==> src/rtl/spi_seq_pkg.sv <==
// Shared constants and types for the SPI transfer sequencer.
// Register map, CTRL/STAT bit positions, FSM state encoding.
package spi_seq_pkg;

  localparam logic [7:0] ADDR_CTRL   = 8'h00;
  localparam logic [7:0] ADDR_STAT   = 8'h04;
  localparam logic [7:0] ADDR_TXDATA = 8'h08;
  localparam logic [7:0] ADDR_RXDATA = 8'h0C;

  localparam int CTRL_EN     = 0;
  localparam int CTRL_TX_EN  = 1;
  localparam int CTRL_RX_EN  = 2;
  localparam int CTRL_CS_EN  = 3;
  localparam int CTRL_SS_LSB = 8;
  localparam int CTRL_SS_MSB = 11;

  localparam int STAT_RX_EMPTY = 1;

  typedef enum logic [3:0] {
    S_IDLE,
    S_CFG_WR,
    S_TX_WAIT,
    S_TX_WR,
    S_STAT_RD,
    S_RX_RD,
    S_RX_OUT,
    S_STOP_WR,
    S_FIN
  } seq_state_e;

  // CTRL word enabling the core and the selected chip select
  function automatic logic [31:0] ctrl_cfg(input logic [1:0] slave);
    logic [31:0] w;
    w = '0;
    w[CTRL_EN]    = 1'b1;
    w[CTRL_TX_EN] = 1'b1;
    w[CTRL_RX_EN] = 1'b1;
    w[CTRL_CS_EN] = 1'b1;
    w[CTRL_SS_MSB:CTRL_SS_LSB] = 4'b0001 << slave;
    return w;
  endfunction

endpackage

==> src/rtl/spi_seq_apb_master.sv <==
// Single-outstanding APB master: SETUP then ACCESS until pready.
// Ports: start/addr/write/wdata request in; done/rdata/slverr out.
module spi_seq_apb_master (
  input  logic        pclk_i,
  input  logic        preset_i,
  input  logic        start_i,
  input  logic [7:0]  addr_i,
  input  logic        write_i,
  input  logic [31:0] wdata_i,
  output logic        done_o,
  output logic [31:0] rdata_o,
  output logic        slverr_o,
  output logic        psel_o,
  output logic        penable_o,
  output logic        pwrite_o,
  output logic [7:0]  paddr_o,
  output logic [31:0] pwdata_o,
  input  logic [31:0] prdata_i,
  input  logic        pready_i,
  input  logic        pslverr_i
);

  logic        psel_q;
  logic        pen_q;
  logic        pwrite_q;
  logic [7:0]  paddr_q;
  logic [31:0] pwdata_q;

  assign done_o    = psel_q & pen_q & pready_i;
  assign rdata_o   = prdata_i;
  assign slverr_o  = pslverr_i;
  assign psel_o    = psel_q;
  assign penable_o = pen_q;
  assign pwrite_o  = pwrite_q;
  assign paddr_o   = paddr_q;
  assign pwdata_o  = pwdata_q;

  // a new start may arrive in the done cycle; it wins over the idle return
  always_ff @(posedge pclk_i) begin
    if (preset_i) begin
      psel_q   <= 1'b0;
      pen_q    <= 1'b0;
      pwrite_q <= 1'b0;
      paddr_q  <= '0;
      pwdata_q <= '0;
    end else if (start_i) begin
      psel_q   <= 1'b1;
      pen_q    <= 1'b0;
      pwrite_q <= write_i;
      paddr_q  <= addr_i;
      pwdata_q <= wdata_i;
    end else if (psel_q && !pen_q) begin
      pen_q <= 1'b1;
    end else if (done_o) begin
      psel_q <= 1'b0;
      pen_q  <= 1'b0;
    end
  end

endmodule

==> src/rtl/spi_xfer_sequencer.sv <==
// Drives an APB SPI controller through cfg/tx/poll/rx/stop per command.
// Ports: cmd, tx and rx streams, done/err, APB master bus.
module spi_xfer_sequencer
  import spi_seq_pkg::*;
#(
  parameter int DATA_WIDTH = 8,
  parameter int POLL_LIMIT = 1024
) (
  input  logic                  pclk_i,
  input  logic                  preset_i,
  input  logic                  cmd_valid_i,
  output logic                  cmd_ready_o,
  input  logic [7:0]            cmd_len_i,
  input  logic [1:0]            cmd_slave_i,
  input  logic                  tx_valid_i,
  output logic                  tx_ready_o,
  input  logic [DATA_WIDTH-1:0] tx_data_i,
  output logic                  rx_valid_o,
  input  logic                  rx_ready_i,
  output logic [DATA_WIDTH-1:0] rx_data_o,
  output logic                  done_o,
  output logic                  err_o,
  output logic                  psel_o,
  output logic                  penable_o,
  output logic                  pwrite_o,
  output logic [7:0]            paddr_o,
  output logic [31:0]           pwdata_o,
  input  logic [31:0]           prdata_i,
  input  logic                  pready_i,
  input  logic                  pslverr_i
);

  localparam int PW = $clog2(POLL_LIMIT + 1);

  seq_state_e st_q, nx;

  logic [7:0]            rem_q;
  logic [PW-1:0]         poll_q;
  logic                  err_q;
  logic [DATA_WIDTH-1:0] rx_data_q;

  logic        ap_start;
  logic [7:0]  ap_addr;
  logic        ap_write;
  logic [31:0] ap_wdata;
  logic        ap_done;
  logic [31:0] ap_rdata;
  logic        ap_slverr;
  logic        err_set;
  logic        go_stop;
  logic        rx_empty;
  logic        poll_last;
  logic        unused_rdata;

  assign rx_empty     = ap_rdata[STAT_RX_EMPTY];
  assign poll_last    = (poll_q == PW'(POLL_LIMIT - 1));
  assign unused_rdata = ^ap_rdata;

  spi_seq_apb_master u_apb (
    .pclk_i    (pclk_i),
    .preset_i  (preset_i),
    .start_i   (ap_start),
    .addr_i    (ap_addr),
    .write_i   (ap_write),
    .wdata_i   (ap_wdata),
    .done_o    (ap_done),
    .rdata_o   (ap_rdata),
    .slverr_o  (ap_slverr),
    .psel_o    (psel_o),
    .penable_o (penable_o),
    .pwrite_o  (pwrite_o),
    .paddr_o   (paddr_o),
    .pwdata_o  (pwdata_o),
    .prdata_i  (prdata_i),
    .pready_i  (pready_i),
    .pslverr_i (pslverr_i)
  );

  // each APB request is launched in the cycle that leaves the prior state,
  // so the new state begins in SETUP
  always_comb begin
    nx       = st_q;
    ap_start = 1'b0;
    ap_addr  = ADDR_CTRL;
    ap_write = 1'b0;
    ap_wdata = '0;
    err_set  = 1'b0;
    go_stop  = 1'b0;
    unique case (st_q)
      S_IDLE: begin
        if (cmd_valid_i) begin
          if (cmd_len_i == 8'd0) begin
            nx = S_FIN;
          end else begin
            nx       = S_CFG_WR;
            ap_start = 1'b1;
            ap_write = 1'b1;
            ap_wdata = ctrl_cfg(cmd_slave_i);
          end
        end
      end
      S_CFG_WR: begin
        if (ap_done) begin
          if (ap_slverr) begin
            err_set = 1'b1;
            go_stop = 1'b1;
          end else begin
            nx = S_TX_WAIT;
          end
        end
      end
      S_TX_WAIT: begin
        if (tx_valid_i) begin
          nx       = S_TX_WR;
          ap_start = 1'b1;
          ap_addr  = ADDR_TXDATA;
          ap_write = 1'b1;
          ap_wdata = 32'(tx_data_i);
        end
      end
      S_TX_WR: begin
        if (ap_done) begin
          if (ap_slverr) begin
            err_set = 1'b1;
            go_stop = 1'b1;
          end else begin
            nx       = S_STAT_RD;
            ap_start = 1'b1;
            ap_addr  = ADDR_STAT;
          end
        end
      end
      S_STAT_RD: begin
        if (ap_done) begin
          if (ap_slverr) begin
            err_set = 1'b1;
            go_stop = 1'b1;
          end else if (!rx_empty) begin
            nx       = S_RX_RD;
            ap_start = 1'b1;
            ap_addr  = ADDR_RXDATA;
          end else if (poll_last) begin
            err_set = 1'b1;
            go_stop = 1'b1;
          end else begin
            ap_start = 1'b1;
            ap_addr  = ADDR_STAT;
          end
        end
      end
      S_RX_RD: begin
        if (ap_done) begin
          if (ap_slverr) begin
            err_set = 1'b1;
            go_stop = 1'b1;
          end else begin
            nx = S_RX_OUT;
          end
        end
      end
      S_RX_OUT: begin
        if (rx_ready_i) begin
          if (rem_q <= 8'd1) go_stop = 1'b1;
          else nx = S_TX_WAIT;
        end
      end
      S_STOP_WR: begin
        if (ap_done) begin
          err_set = ap_slverr;
          nx      = S_FIN;
        end
      end
      S_FIN: nx = S_IDLE;
      default: nx = S_IDLE;
    endcase
    if (go_stop) begin
      nx       = S_STOP_WR;
      ap_start = 1'b1;
      ap_addr  = ADDR_CTRL;
      ap_write = 1'b1;
      ap_wdata = '0;
    end
  end

  always_ff @(posedge pclk_i) begin
    if (preset_i) begin
      st_q      <= S_IDLE;
      rem_q     <= '0;
      poll_q    <= '0;
      err_q     <= 1'b0;
      rx_data_q <= '0;
    end else begin
      st_q <= nx;
      if (st_q == S_IDLE && cmd_valid_i) begin
        rem_q <= cmd_len_i;
        err_q <= 1'b0;
      end
      if (st_q == S_RX_OUT && rx_ready_i && rem_q != 8'd0)
        rem_q <= rem_q - 8'd1;
      if (st_q == S_TX_WR)
        poll_q <= '0;
      else if (st_q == S_STAT_RD && ap_done)
        poll_q <= poll_q + PW'(1);
      if (err_set)
        err_q <= 1'b1;
      if (st_q == S_RX_RD && ap_done && !ap_slverr)
        rx_data_q <= ap_rdata[DATA_WIDTH-1:0];
    end
  end

  assign cmd_ready_o = (st_q == S_IDLE) & ~preset_i;
  assign tx_ready_o  = (st_q == S_TX_WAIT);
  assign rx_valid_o  = (st_q == S_RX_OUT);
  assign rx_data_o   = rx_data_q;
  assign done_o      = (st_q == S_FIN);
  assign err_o       = (st_q == S_FIN) & err_q;

endmodule
==> config.mk <==
export PLATFORM = sky130hd
export DESIGN_NAME = spi_xfer_sequencer
export DESIGN_NICKNAME = d
export VERILOG_FILES = /design/src/rtl/spi_seq_pkg.sv /design/src/rtl/spi_seq_apb_master.sv /design/src/rtl/spi_xfer_sequencer.sv
export SDC_FILE = /design/constraint.sdc
export NUM_CORES = 1
export LEC_CHECK = 0
export BUFFER_PORTS_ARGS = -buffer_cell sky130_fd_sc_hd__buf_2
export CAP_MARGIN = 15
export CORE_ASPECT_RATIO = 0.7
export CORE_UTILIZATION = 51
export CTS_CLUSTER_SIZE = 16
export DETAILED_ROUTE_END_ITERATION = 10
export GPL_ROUTABILITY_DRIVEN = 0
export PLACE_DENSITY = 0.9
export SLEW_MARGIN = 20
export SYNTH_ARGS = -nofsm -noshare
export SYNTH_HDL_FRONTEND = slang
export SYNTH_SLANG_ARGS = --single-unit
==> constraint.sdc <==
create_clock -name pclk_i -period 3.83 [get_ports pclk_i]
set_clock_uncertainty 0.1 [all_clocks]
set_input_delay 0.1915 -clock pclk_i [delete_from_list [all_inputs] [get_ports pclk_i]]
set_output_delay 0.1915 -clock pclk_i [all_outputs]
set_load 0.005 [all_outputs]
; Word-level counts from Yosys, hierarchy flattened
; Cells that the tools add are included.
[word_totals]
ff_bits = 75
output_inout_bits = 56
elab_cells = 144
[op_classes]
add_sub_neg = 2
order_cmp = 1
n_eq_ne = 38
shift = 1
n_mux = 63
bitwise_logic = 5
n_reduce_logical = 23
[op_table]
columns = operator, count
row1 = 4-bit 2-to-1 mux, 19
row2 = "3-bit != test, second input constant", 12
row3 = 32-bit 2-to-1 mux, 1
row4 = 8-bit 2-to-1 mux, 4
row5 = 4-bit case mux with 8 select lines, 1
row6 = "2-bit != test, second input constant", 14
row7 = 14-bit AND reduction, 2
row8 = 1-bit 2-to-1 mux, 26
row9 = 12-bit 2-to-1 mux, 2
row10 = 12-bit case mux with 2 select lines, 1
row11 = "4-bit by 3-bit == test with 1-bit output, second input constant", 4
row12 = 3-bit 2-to-1 mux, 4
row13 = 4-bit case mux with 3 select lines, 1
row14 = "11-bit by 1-bit adder with 11-bit output, second input constant", 1
row15 = "11-bit by 10-bit == test with 1-bit output, second input constant", 1
row16 = "4-bit by 2-bit == test with 1-bit output, second input constant", 2
row17 = "8-bit by 1-bit <= comparator with 1-bit output, second input constant", 1
row18 = 8-bit logical NOT, 1
row19 = 2-bit nonzero test, 4
row20 = 8-bit nonzero test, 1
row21 = "8-bit by 1-bit subtractor with 8-bit output, second input constant", 1
row22 = 1-bit logical AND, 7
row23 = 1-bit case mux with 3 select lines, 2
row24 = 2-bit OR reduction, 3
row25 = 14 further kinds, 18

; Longest topological paths before layout
; Gate-level depths: netlist of run 1.
[logic_depth]
depth_word = 9
ltp_mapped = 8
mapped_depth_nobuf = 7

; Modules after synthesis
; A second synthesis of run 1 with hierarchy kept.
[unflattened]
hier_cells = 413
area_unflattened_um2 = 3759.9
[by_module_without_submodules]
columns = module, n_inst, cells_per_inst, area_each_um2, seq_area_each_um2
row1 = spi_xfer_sequencer, 1, 240, 1921.8, 640.6
row2 = spi_seq_apb_master, 1, 173, 1838.0, 860.8

; Least setup slack after synthesis of run 1
; No wires, ideal clock.
[synth_path]
path_type = flip-flop to flip-flop
startpoint = reg st_q[1]
endpoint = reg u_apb.pwdata_q[8], in the netlist u_apb.pwdata_o[8]
setup_ns = 0.066
arrival_ns = 2.084
required_ns = 3.664
setup_slack_ns = 1.580
stages_incl_launch_ff = 8
n_path_buf = 2
synth_period_minus_slack_ns = 2.250
cell_sequence = dfxtp_1 -> clkbuf_2 -> or4b_4 -> or4_4 -> a211oi_2 -> buf_6 -> nand2_1 -> a21oi_2
[synth_between]
elab_chain_cells = 4
word_cells_on_any_way = 13
cone_classes = eq/ne (6) / mux (5) / reduce/logical (2)
[synth_rtl]
columns = item, line
row1 = start: declaration, spi_xfer_sequencer.sv:35  ; seq_state_e st_q, nx;
row2 = start signal: assignment, spi_xfer_sequencer.sv:193  ; st_q <= nx;
row3 = "4-bit by 2-bit == test with 1-bit output, or another cell as far along", spi_xfer_sequencer.sv:89  ; unique case (st_q)
row4 = 3-bit OR reduction (no line), -
row5 = 1-bit case mux with 3 select lines, spi_xfer_sequencer.sv:89
row6 = 32-bit 2-to-1 mux / 1-bit 2-to-1 mux (equally long branches), spi_xfer_sequencer.sv:176  ; if (go_stop) begin
row7 = end signal: assignment, spi_seq_apb_master.sv:51  ; pwdata_q <= wdata_i;
row8 = end: declaration, spi_seq_apb_master.sv:27  ; logic [31:0] pwdata_q;
; Several ways; a longest one is shown, not always the timed one.
; A chain may end at the register's enable or synchronous reset.

; Worst setup path in the final report of run 1
[layout_path]
startpoint = reg st_q[2]
endpoint = reg u_apb.paddr_q[3], in the netlist u_apb.paddr_o[3]
[layout_between]
elab_chain_cells = 4
word_cells_on_any_way = 13
cone_classes = eq/ne (6) / mux (5) / reduce/logical (2)
[layout_rtl]
columns = item, line
row1 = "4-bit by 2-bit == test with 1-bit output, or another cell as far along", spi_xfer_sequencer.sv:89
row2 = 3-bit OR reduction (no line), -
row3 = 1-bit case mux with 3 select lines, spi_xfer_sequencer.sv:89
row4 = 8-bit 2-to-1 mux / 1-bit 2-to-1 mux (equally long branches), spi_xfer_sequencer.sv:176
row5 = end signal: assignment, spi_seq_apb_master.sv:50  ; paddr_q <= addr_i;
row6 = end: declaration, spi_seq_apb_master.sv:26  ; logic [7:0] paddr_q;
; Several ways; a longest one is shown, not always the timed one.

==> qor.csv, run 1 <==
stage,metric,value,unit
power,power.share.sequential,45.9,%
die,start_util,53.4,%
routing,final_antenna_net_count,0,
finish,multi_input_comb_area,1400,um2
logic_synthesis,yosys-top-cells-area,"sky130_fd_sc_hd__dfxtp_1, sky130_fd_sc_hd__buf_4, sky130_fd_sc_hd__nor2_1",
critical_path,crit_chain,or4b_4 > or4_4 > a211oi_2 > a221oi_1 > nor2_1,
clock_network,holdBufCountCts,0,
die,floorplan.die.width,87.0,um
routing,wl_per_cell,13.9,um
timing,finalHoldViolations,0,
timing,worst_hold_margin,0.0137,ns
power,fraction_of_power_consumed_by_combinational_cells,26.9,%
global_route,grt_max_degree,26,
clock_network,numClockSinks,49,
logic_synthesis,synth-seq-area-share,38.0,%
timing,min_period,3.03,ns
logic_synthesis,synth.lib_cells_used.distinct,53,
clock_network,number_of_buffers_between_clock_root_and_the_deepest_sink,2,
global_route,grt.total_usage,23.2,%
logic_synthesis,netlist_top_cells_count,"sky130_fd_sc_hd__dfxtp_1, sky130_fd_sc_hd__nor2_1, sky130_fd_sc_hd__buf_4",
critical_path,cp_max_fo,19,
clock_network,postCtsSetupRepairBufs,0,
clock_network,tritoncts.num_buffers,5,
finish,final_layout_size_suffix_gt1_share,23.5,%
critical_path,worst_path_largest_cell_delay,0.71,ns
routing,finalWirelength,5.99,mm
timing,report.final.setup_viol,0,
finish,area_delta_synth_final,13.1,%
logic_synthesis,synth_cells,306,
routing,drc_errors,0,
power,power.share.switching,33.9,%
clock_network,post_cts.resized_instances,0,
timing,max-slew-margin-rel,46.9,%
power,intPower,914,uW
finish,n_fill_cell,431,
die,floorplan.io_pins,113,
die,placementRows,21,
outcome,run_status,completed,
finish,final_net_count,420,
global_route,grt-ovfl-total,0,
die,dieHeight,61.5,um
power,power.ir.vdd_worst,0.000350,V
job,timing.max_cap.violations,0,
power,pwr_density_cell,473,nW/um2
timing,rsz0062_at_grt,no,
critical_path,critPathArrivalTime,3.17,ns
timing,slew_viol_final,0,
logic_synthesis,synth.cell_area,2580,um2
logic_synthesis,synth_enable_flop_cells,0,
routing,route.detailed.vias_per_inst,5.60,
logic_synthesis,synth_area_per_inst,8.44,um2
timing,max_freq,0.329,GHz
clock_network,worst_skew_pair.late_latency,0.30,ns
clock_network,ctsRootBufferMaster,sky130_fd_sc_hd__clkbuf_8,
place,io_buffers,62,
logic_synthesis,synth_largest_area_cell,sky130_fd_sc_hd__dfxtp_1,
logic_synthesis,synth_top_flop_cell,sky130_fd_sc_hd__dfxtp_1,
clock_network,cts_tree,yes,
critical_path,startpoint_type,flip-flop,
global_route,grt_antenna_before_repair,0,
routing,routed-via-count,2406,
worst_hold_path,hp-class,primary input to flip-flop,
die,die_area,5350,um2
routing,drt_iter0_markers,185,
timing,finalCritPeriodShare,79.2,%
power,power.share.clock,27.2,%
critical_path,timing.critical_path.to_type,flip-flop,
critical_path,critPathRequiredTime,3.97,ns
logic_synthesis,synth_top_cell_area_share,38.0,%
logic_synthesis,yosys_warnings,0,
critical_path,worstSetupPathType,flip-flop to flip-flop,
power,power_switching,468,uW
global_route,grt_pass1_vias,2055,
logic_synthesis,synth-async-reset-ratio,0,%
die,core_area,4830,um2
logic_synthesis,synth-seq-cells,49,
critical_path,crit_path_top_delay_cell,sky130_fd_sc_hd__a211oi_2,
place,post-dp-hpwl,4.25,mm
clock_network,htreeDepth,2,
clock_network,clk_pin_slew,0.10,ns
timing,setup_total_negative_slack,0,ns
logic_synthesis,synth_most_common_cell,sky130_fd_sc_hd__dfxtp_1,
timing,tightest_slew,0.795,ns
power,leakagePower,1.28,nW
routing,drt_pass1_iterations,5,
finish,ff_latch_area,981,um2
finish,inserted_diodes,0,
global_route,grt_pass1_wl,9.56,mm
==> registers in the layout, indices dropped and copies added (netlist names) <==
name             flops
rx_data_o            8
u_apb.paddr_o        2
u_apb.pwrite_o       1
poll_q              11
err_q                1
rem_q                8
u_apb.penable_o      1
u_apb.pwdata_o      12
u_apb.psel_o         1
st_q                 4
==> power groups by stage <==
| stage | combinational [mW] | clock [mW] | sequential, mW |
|---|---|---|---|
| detailed placement | 0.366 | 0 | 0.640 |
| finish | 0.372 | 0.376 | 0.635 |
| floorplan | 0.322 | 0 | 0.607 |
| global route | 0.416 | 0.407 | 0.643 |
| global placement | 0.356 | 0 | 0.635 |
| CTS | 0.367 | 0.380 | 0.631 |
==> final timing paths <==
path                      from                end  slack [ns]  depth (start not counted)
max                    st_q[2]   u_apb.paddr_o[3]        0.80                          5
min                prdata_i[7]       rx_data_o[7]        0.01                          3
max reg2reg            st_q[2]   u_apb.paddr_o[3]        0.80                          5
min reg2reg  u_apb.pwdata_o[1]  u_apb.pwdata_o[1]        0.37                          2
==> critical path, delay by kind of cell (launching register included) <==
kind	cells	cell delay, ns
simple gates	3	1.25
compound gates	2	0.92
flops	1	0.69
==> kinds of logic after synthesis <==
family,after synthesis,synth area share [%]
other cells,1,0.145
xor+xnor,7,2.38
simple gates,121,24.9
mux,8,3.10
buf+inv,47,11.4
fa+ha+maj,3,1.45
compound gates,70,18.6
flops,49,38.0
==> per-layer routing <==
| metal | vias up | routed length (um) | GRT usage [%] |
|---|---|---|---|
| met5 | - | 0 | 0 |
| met4 | 0 | 51 | 8.10 |
| met3 | 8 | 465 | 5.63 |
| met2 | 120 | 2720 | 37.3 |
| met1 | 1114 | 2760 | 30.9 |
| li1 | 1164 | - | - |
==> per-stage QoR <==
step           utilization (%)  power (mW)  std cells  area (um2)  setup slack [ns]
6_report                  60.4        1.38        430        2920             0.795
5_1_grt                   60.4        1.47        430        2920             0.647
4_1_cts                   60.4        1.38        430        2920             0.873
3_5_place_dp              58.1        1.01        422        2810             0.895
3_3_place_gp              58.1       0.992        422        2810             0.957
2_1_floorplan                -       0.929        331        2680              1.58
==> placed cells by master (no fill, tap or decap), drive strengths merged, types with 3 or more instances in the layout <==
master,count
a31oi,7
or3b,3
nand2,23
nand3b,3
a22oi,5
or3,8
xor2,6
a32oi,4
and2,4
nand4,4
clkbuf,5
o21ai,8
a2bb2oi,3
nor4,4
dfxtp,49
nor2,35
buf,63
ha,3
a21oi,23
nand3,14
o211ai,5
o311ai,3
nor4b,3
mux2i,8
inv,7
or4,3
nor3,4
conb,26
==> cell type report <==
cell class                      instances  area share, %
Sequential cell                        49           33.6
Tap cell                               69           2.96
Clock inverter                          3           1.50
Inverter                                6          0.771
Clock buffer                            5           2.36
Multi-Input combinational cell        235           47.9
Timing Repair Buffer                   63           10.9
(Power assumes the default switching activity.)
==> run 2, diff against run 1 <==
--- a/config.mk
+++ b/config.mk
@@ -8,11 +8,11 @@
 export BUFFER_PORTS_ARGS = -buffer_cell sky130_fd_sc_hd__buf_2
 export CAP_MARGIN = 15
 export CORE_ASPECT_RATIO = 0.7
-export CORE_UTILIZATION = 51
+export CORE_UTILIZATION = 47
 export CTS_CLUSTER_SIZE = 16
 export DETAILED_ROUTE_END_ITERATION = 10
 export GPL_ROUTABILITY_DRIVEN = 0
-export PLACE_DENSITY = 0.9
+export PLACE_DENSITY = 0.84
 export SLEW_MARGIN = 20
 export SYNTH_ARGS = -nofsm -noshare
 export SYNTH_HDL_FRONTEND = slang
==> constraint.sdc (replaced) <==
create_clock -name pclk_i -period 2.8 [get_ports pclk_i]
set_clock_uncertainty 0.1 [all_clocks]
set_input_delay 0.14 -clock pclk_i [delete_from_list [all_inputs] [get_ports pclk_i]]
set_output_delay 0.14 -clock pclk_i [all_outputs]
set_load 0.005 [all_outputs]
==> run 2 against run 1 <==
Effect of this change: worst hold slack improved by 0.0090 ns; via count grew 1.5%; clock-buffer cell count is the same; global-route usage fell by 1.2 points.
==> qor.csv, run 2 (synthesis results as in run 1) <==
stage,metric,value,unit
global_route,grt_pass1_wl,10.2,mm
die,dieHeight,64,um
timing,rsz0062_at_grt,no,
outcome,run_status,completed,
routing,routed-via-count,2441,
global_route,grt-ovfl-total,0,
routing,route.detailed.vias_per_inst,5.38,
routing,drt_iter0_markers,218,
critical_path,worstSetupPathType,flip-flop to flip-flop,
critical_path,worstSetupEndpoint,u_apb.paddr_o[3],
power,power.ir.vdd_worst,0.000339,V
timing,finalCritPeriodShare,87.5,%
critical_path,timing.critical_path.to_type,flip-flop,
finish,inserted_diodes,0,
routing,drc_errors,0,
critical_path,critPathRequiredTime,2.91,ns
die,floorplan.io_pins,113,
die,die_area,5800,um2
timing,finalHoldViolations,0,
clock_network,post_cts.resized_instances,0,
critical_path,crit-reg2reg-launch,st_q[2],
place,area_of_placed_instances,2880,um2
timing,max-slew-margin-rel,57.1,%
worst_hold_path,hp-class,primary input to flip-flop,
timing,setup_total_negative_slack,0,ns
routing,finalWirelength,6.16,mm
die,placementRows,22,
job,timing.max_cap.violations,0,
clock_network,tritoncts.num_buffers,5,
finish,final_cell_area,3090,um2
routing,wl_per_cell,13.6,um
clock_network,number_of_buffers_between_clock_root_and_the_deepest_sink,2,
clock_network,ctsRootBufferMaster,sky130_fd_sc_hd__clkbuf_8,
timing,report.final.setup_viol,0,
critical_path,startpoint_type,flip-flop,
timing,max_freq,0.408,GHz
power,leakagePower,1.37,nW
critical_path,critPathArrivalTime,2.56,ns
critical_path,rr_endpoint,u_apb.paddr_o[3],
critical_path,r2r_slack,0.35,ns
critical_path,cp_max_fo,11,
routing,drt_pass1_iterations,5,
finish,multi_input_comb_area,1400,um2
place,io_buffers,62,
die,floorplan.die.width,90.6,um
clock_network,worst_skew_pair.late_latency,0.31,ns
clock_network,htreeDepth,2,
timing,slew_viol_final,0,
finish,area_delta_synth_final,19.9,%
die,start_util,49.1,%
finish,n_fill_cell,481,
finish,final_common_cell,sky130_fd_sc_hd__buf_2,
global_route,grt_pass1_vias,2237,
clock_network,cts_tree,yes,
die,core_area,5260,um2
global_route,grt.total_usage,22.0,%
finish,ff_latch_area,981,um2
finish,largest_reg_flops,12,
global_route,grt_antenna_before_repair,0,
critical_path,crit_path_start,st_q[2],
place,post-dp-hpwl,4.40,mm
timing,tightest_slew,0.638,ns
timing,min_period,2.45,ns
clock_network,numClockSinks,49,
critical_path,rr_worst_depth,6,
finish,final_net_count,442,
routing,final_antenna_net_count,0,
finish,mostFrequentLayoutCells,"sky130_fd_sc_hd__buf_2, sky130_fd_sc_hd__dfxtp_1, sky130_fd_sc_hd__nor2_1",
finish,final_layout_size_suffix_gt1_share,24.3,%
power,pwr_density_cell,598,nW/um2
global_route,grt_max_degree,26,
clock_network,clk_pin_slew,0.09,ns
run 2: critical path: stages, from the launching register on:
cell,delay [ns]
sky130_fd_sc_hd__dfxtp_1,0.46
sky130_fd_sc_hd__or3b_2,0.46
sky130_fd_sc_hd__a2111oi_1,0.62
sky130_fd_sc_hd__a211oi_2,0.15
sky130_fd_sc_hd__buf_4,0.21
sky130_fd_sc_hd__a221oi_1,0.29
sky130_fd_sc_hd__nor2_1,0.06
run 2: final cells by class:
cell class	count	area share, %
sequential	49	31.7
clock buffer	5	2.22
clock inverter	2	0.526
timing repair buffer	85	16.7
multi-input combinational	235	45.2
inverter	6	0.728
tap	72	2.91
run 2: worst min path at each step:
stage                 startpoint           end  depth (start not counted)
floorplan            prdata_i[0]  rx_data_o[0]                          2
global placement     prdata_i[6]  rx_data_o[6]                          3
detailed placement   prdata_i[2]  rx_data_o[2]                          3
CTS                 cmd_len_i[4]      rem_q[4]                          3
global route        cmd_len_i[4]      rem_q[4]                          3
finish              cmd_len_i[4]      rem_q[4]                          3
run 2: where the power goes:
| group | internal (mW) | total (mW) | switching (mW) | leakage [nW] |
|---|---|---|---|---|
| combinational | 0.266 | 0.603 | 0.337 | 0.927 |
| sequential | 0.770 | 0.832 | 0.0621 | 0.398 |
| clock | 0.172 | 0.415 | 0.242 | 0.0402 |
| total | 1.21 | 1.85 | 0.641 | 1.37 |
run 2: layer usage:
metal	track usage, %	up-vias	routed length, um
met5	0	-	0
met4	8.67	0	112
met3	5.60	10	413
met2	35.5	97	2680
met1	28.2	1129	2950
li1	-	1205	-
run 2: timing repair:
action,in CTS,in global routing
endpoints found under the hold margin,13,0
setup buffers,0,0
hold buffers,13,0
run 2: metrics by stage:
step	setup WS, ns	utilization, %	total power, mW	hold slack, ns	cells
floorplan	0.550	-	1.27	0.184	331
global placement	0.391	54.8	1.41	0.270	434
detailed placement	0.366	54.8	1.43	0.285	434
CTS	0.332	58.9	1.86	0.00829	454
global route	0.0704	58.9	1.96	0.0320	454
finish	0.351	58.9	1.85	0.0227	454
==> run 3, diff against run 2 <==
--- a/config.mk
+++ b/config.mk
@@ -7,12 +7,13 @@
 export LEC_CHECK = 0
 export BUFFER_PORTS_ARGS = -buffer_cell sky130_fd_sc_hd__buf_2
 export CAP_MARGIN = 15
-export CORE_ASPECT_RATIO = 0.7
+export CORE_MARGIN = 2
 export CORE_UTILIZATION = 47
 export CTS_CLUSTER_SIZE = 16
 export DETAILED_ROUTE_END_ITERATION = 10
 export GPL_ROUTABILITY_DRIVEN = 0
 export PLACE_DENSITY = 0.84
+export SKIP_LAST_GASP = 1
 export SLEW_MARGIN = 20
 export SYNTH_ARGS = -nofsm -noshare
 export SYNTH_HDL_FRONTEND = slang
==> run 3 against run 2 <==
Effect of this change: global-route usage shrank 2.2 points; utilization up 0.38 points; worst setup slack improved by 0.060 ns; critical path depth did not move; register-to-register slack improved by 0.06 ns; critical path type unchanged; critical endpoint unchanged.
==> qor.csv, run 3 (synthesis results as in run 1) <==
stage,metric,value,unit
critical_path,crit_path_start,st_q[1],
die,core_area,5200,um2
die,die_area,6100,um2
global_route,grt_pass1_wl,9.77,mm
worst_hold_path,hp-class,primary input to flip-flop,
routing,drt_pass1_iterations,4,
clock_network,tritoncts.num_buffers,5,
critical_path,rr_endpoint,u_apb.paddr_o[3],
timing,report.final.setup_viol,0,
timing,min_period,2.39,ns
timing,finalHoldViolations,0,
timing,tightest_slew,0.749,ns
critical_path,worstSetupPathType,flip-flop to flip-flop,
finish,mostFrequentLayoutCells,"sky130_fd_sc_hd__buf_2, sky130_fd_sc_hd__dfxtp_1, sky130_fd_sc_hd__nor2_1",
place,post-dp-hpwl,4.36,mm
finish,final_layout_size_suffix_gt1_share,24.7,%
routing,routed-via-count,2468,
place,post-place-ws,0.403,ns
die,floorplan.die.width,78.1,um
timing,rsz0062_at_grt,no,
outcome,run_status,completed,
clock_network,worst_skew_pair.late_latency,0.30,ns
clock_network,clk_pin_slew,0.09,ns
critical_path,timing.critical_path.to_type,flip-flop,
timing,finalCritPeriodShare,85.3,%
timing,max_freq,0.419,GHz
place,io_buffers,62,
die,start_util,49.6,%
critical_path,r2r_slack,0.41,ns
power,pwr_density_cell,603,nW/um2
routing,drc_errors,0,
finish,final_common_cell,sky130_fd_sc_hd__buf_2,
clock_network,ctsRootBufferMaster,sky130_fd_sc_hd__clkbuf_8,
routing,final_antenna_net_count,0,
die,dieHeight,78.1,um
power,power.ir.vdd_worst,0.000385,V
power,p_total,1.86,mW
global_route,grt.total_usage,19.8,%
timing,worst_hold_margin,0.0127,ns
place,post-place-cells,432,
critical_path,critPathArrivalTime,2.49,ns
critical_path,crit_chain,or3b_2 > a2111oi_1 > a211oi_2 > buf_4 > a221oi_1 > nor2_1,
routing,drt_iter0_markers,111,
critical_path,crit_path_top_delay_cell,sky130_fd_sc_hd__a2111oi_1,
finish,largest_reg_flops,12,
global_route,grt_max_degree,26,
finish,layout.cells.non_filler,451,
worst_hold_path,hold_depth,3,
power,leakagePower,1.37,nW
critical_path,rr_worst_depth,6,
routing,route.detailed.vias_per_inst,5.47,
die,floorplan.io_pins,113,
worst_hold_path,hold_start,tx_data_i[3],
critical_path,cp_max_fo,11,
finish,inserted_diodes,0,
finish,finish.utilization,59.2,%
finish,final_cell_area,3080,um2
place,area_of_placed_instances,2880,um2
timing,fin_ws,0.411,ns
clock_network,number_of_buffers_between_clock_root_and_the_deepest_sink,2,
clock_network,cts_tree,yes,
clock_network,htreeDepth,2,
global_route,grt-ovfl-total,0,
critical_path,worst_path_largest_cell_delay,0.66,ns
clock_network,postCtsSetupRepairBufs,0,
global_route,grt_antenna_before_repair,0,
finish,final_net_count,440,
finish,area_delta_synth_final,19.4,%
timing,max-slew-margin-rel,49.6,%
clock_network,numClockSinks,49,
critical_path,crit-reg2reg-launch,st_q[1],
timing,slew_viol_final,0,
timing,setup_total_negative_slack,0,ns
worst_hold_path,hold-path-endpoint,u_apb.pwdata_o[3],
routing,finalWirelength,5.96,mm
die,placementRows,26,
job,timing.max_cap.violations,0,
critical_path,critPathRequiredTime,2.90,ns
critical_path,startpoint_type,flip-flop,
global_route,grt_pass1_vias,2146,
routing,wl_per_cell,13.2,um
==> run 3: cell count changes in the layout (fill, tap and decap cells not counted) <==
cell / before / now
sky130_fd_sc_hd__dlygate4sd3_1: 13 / 11
sky130_fd_sc_hd__clkinv_2: 0 / 1
sky130_fd_sc_hd__clkinvlp_4: 1 / 0
sky130_fd_sc_hd__clkbuf_8: 5 / 6
==> run 3: area by class of cell <==
type                            count  area (um2)
Fill cell                         476        2120
Multi-Input combinational cell    235        1400
Sequential cell                    49         981
Timing Repair Buffer               83         495
Tap cell                           70        87.6
Clock buffer                        6        82.6
Inverter                            6        22.5
Clock inverter                      2        13.8
==> run 3: how the worst max path moves through the flow <==
| stage | to | slack [ns] | depth (start not counted) |
|---|---|---|---|
| 2_1_floorplan | u_apb.pwdata_o[8] | 0.55 | 7 |
| 3_3_place_gp | u_apb.paddr_o[3] | 0.46 | 6 |
| 3_5_place_dp | u_apb.paddr_o[3] | 0.40 | 6 |
| 4_1_cts | u_apb.paddr_o[3] | 0.39 | 6 |
| 5_1_grt | u_apb.paddr_o[3] | 0.24 | 6 |
| 6_report | u_apb.paddr_o[3] | 0.41 | 6 |
==> run 3: worst max-delay path: cells and delay by family, from the launching register on <==
kind,cells,cell delay [ns]
AND/OR/NAND/NOR,2,0.52
AO/OA/AOI/OAI,3,1.09
flip-flops,1,0.37
buffers and inverters,1,0.21
==> run 3: what timing repair did <==
item | CTS | global route
hold buffers | 11 | 0
gates resized for setup | 0 | 0
endpoints found under the hold margin | 11 | 0
==> run 3: layer usage <==
metal	part of all wire (%)	track usage [%]
met3	6.3	5.06
met5	0	0
met1	43	24.0
met4	2.6	8.95
met2	48	33.1
==> run 3: power by group <==
| part | internal (mW) | switching (mW) |
|---|---|---|
| registers | 0.770 | 0.0603 |
| clock network | 0.200 | 0.239 |
| logic | 0.259 | 0.332 |
| total | 1.23 | 0.630 |
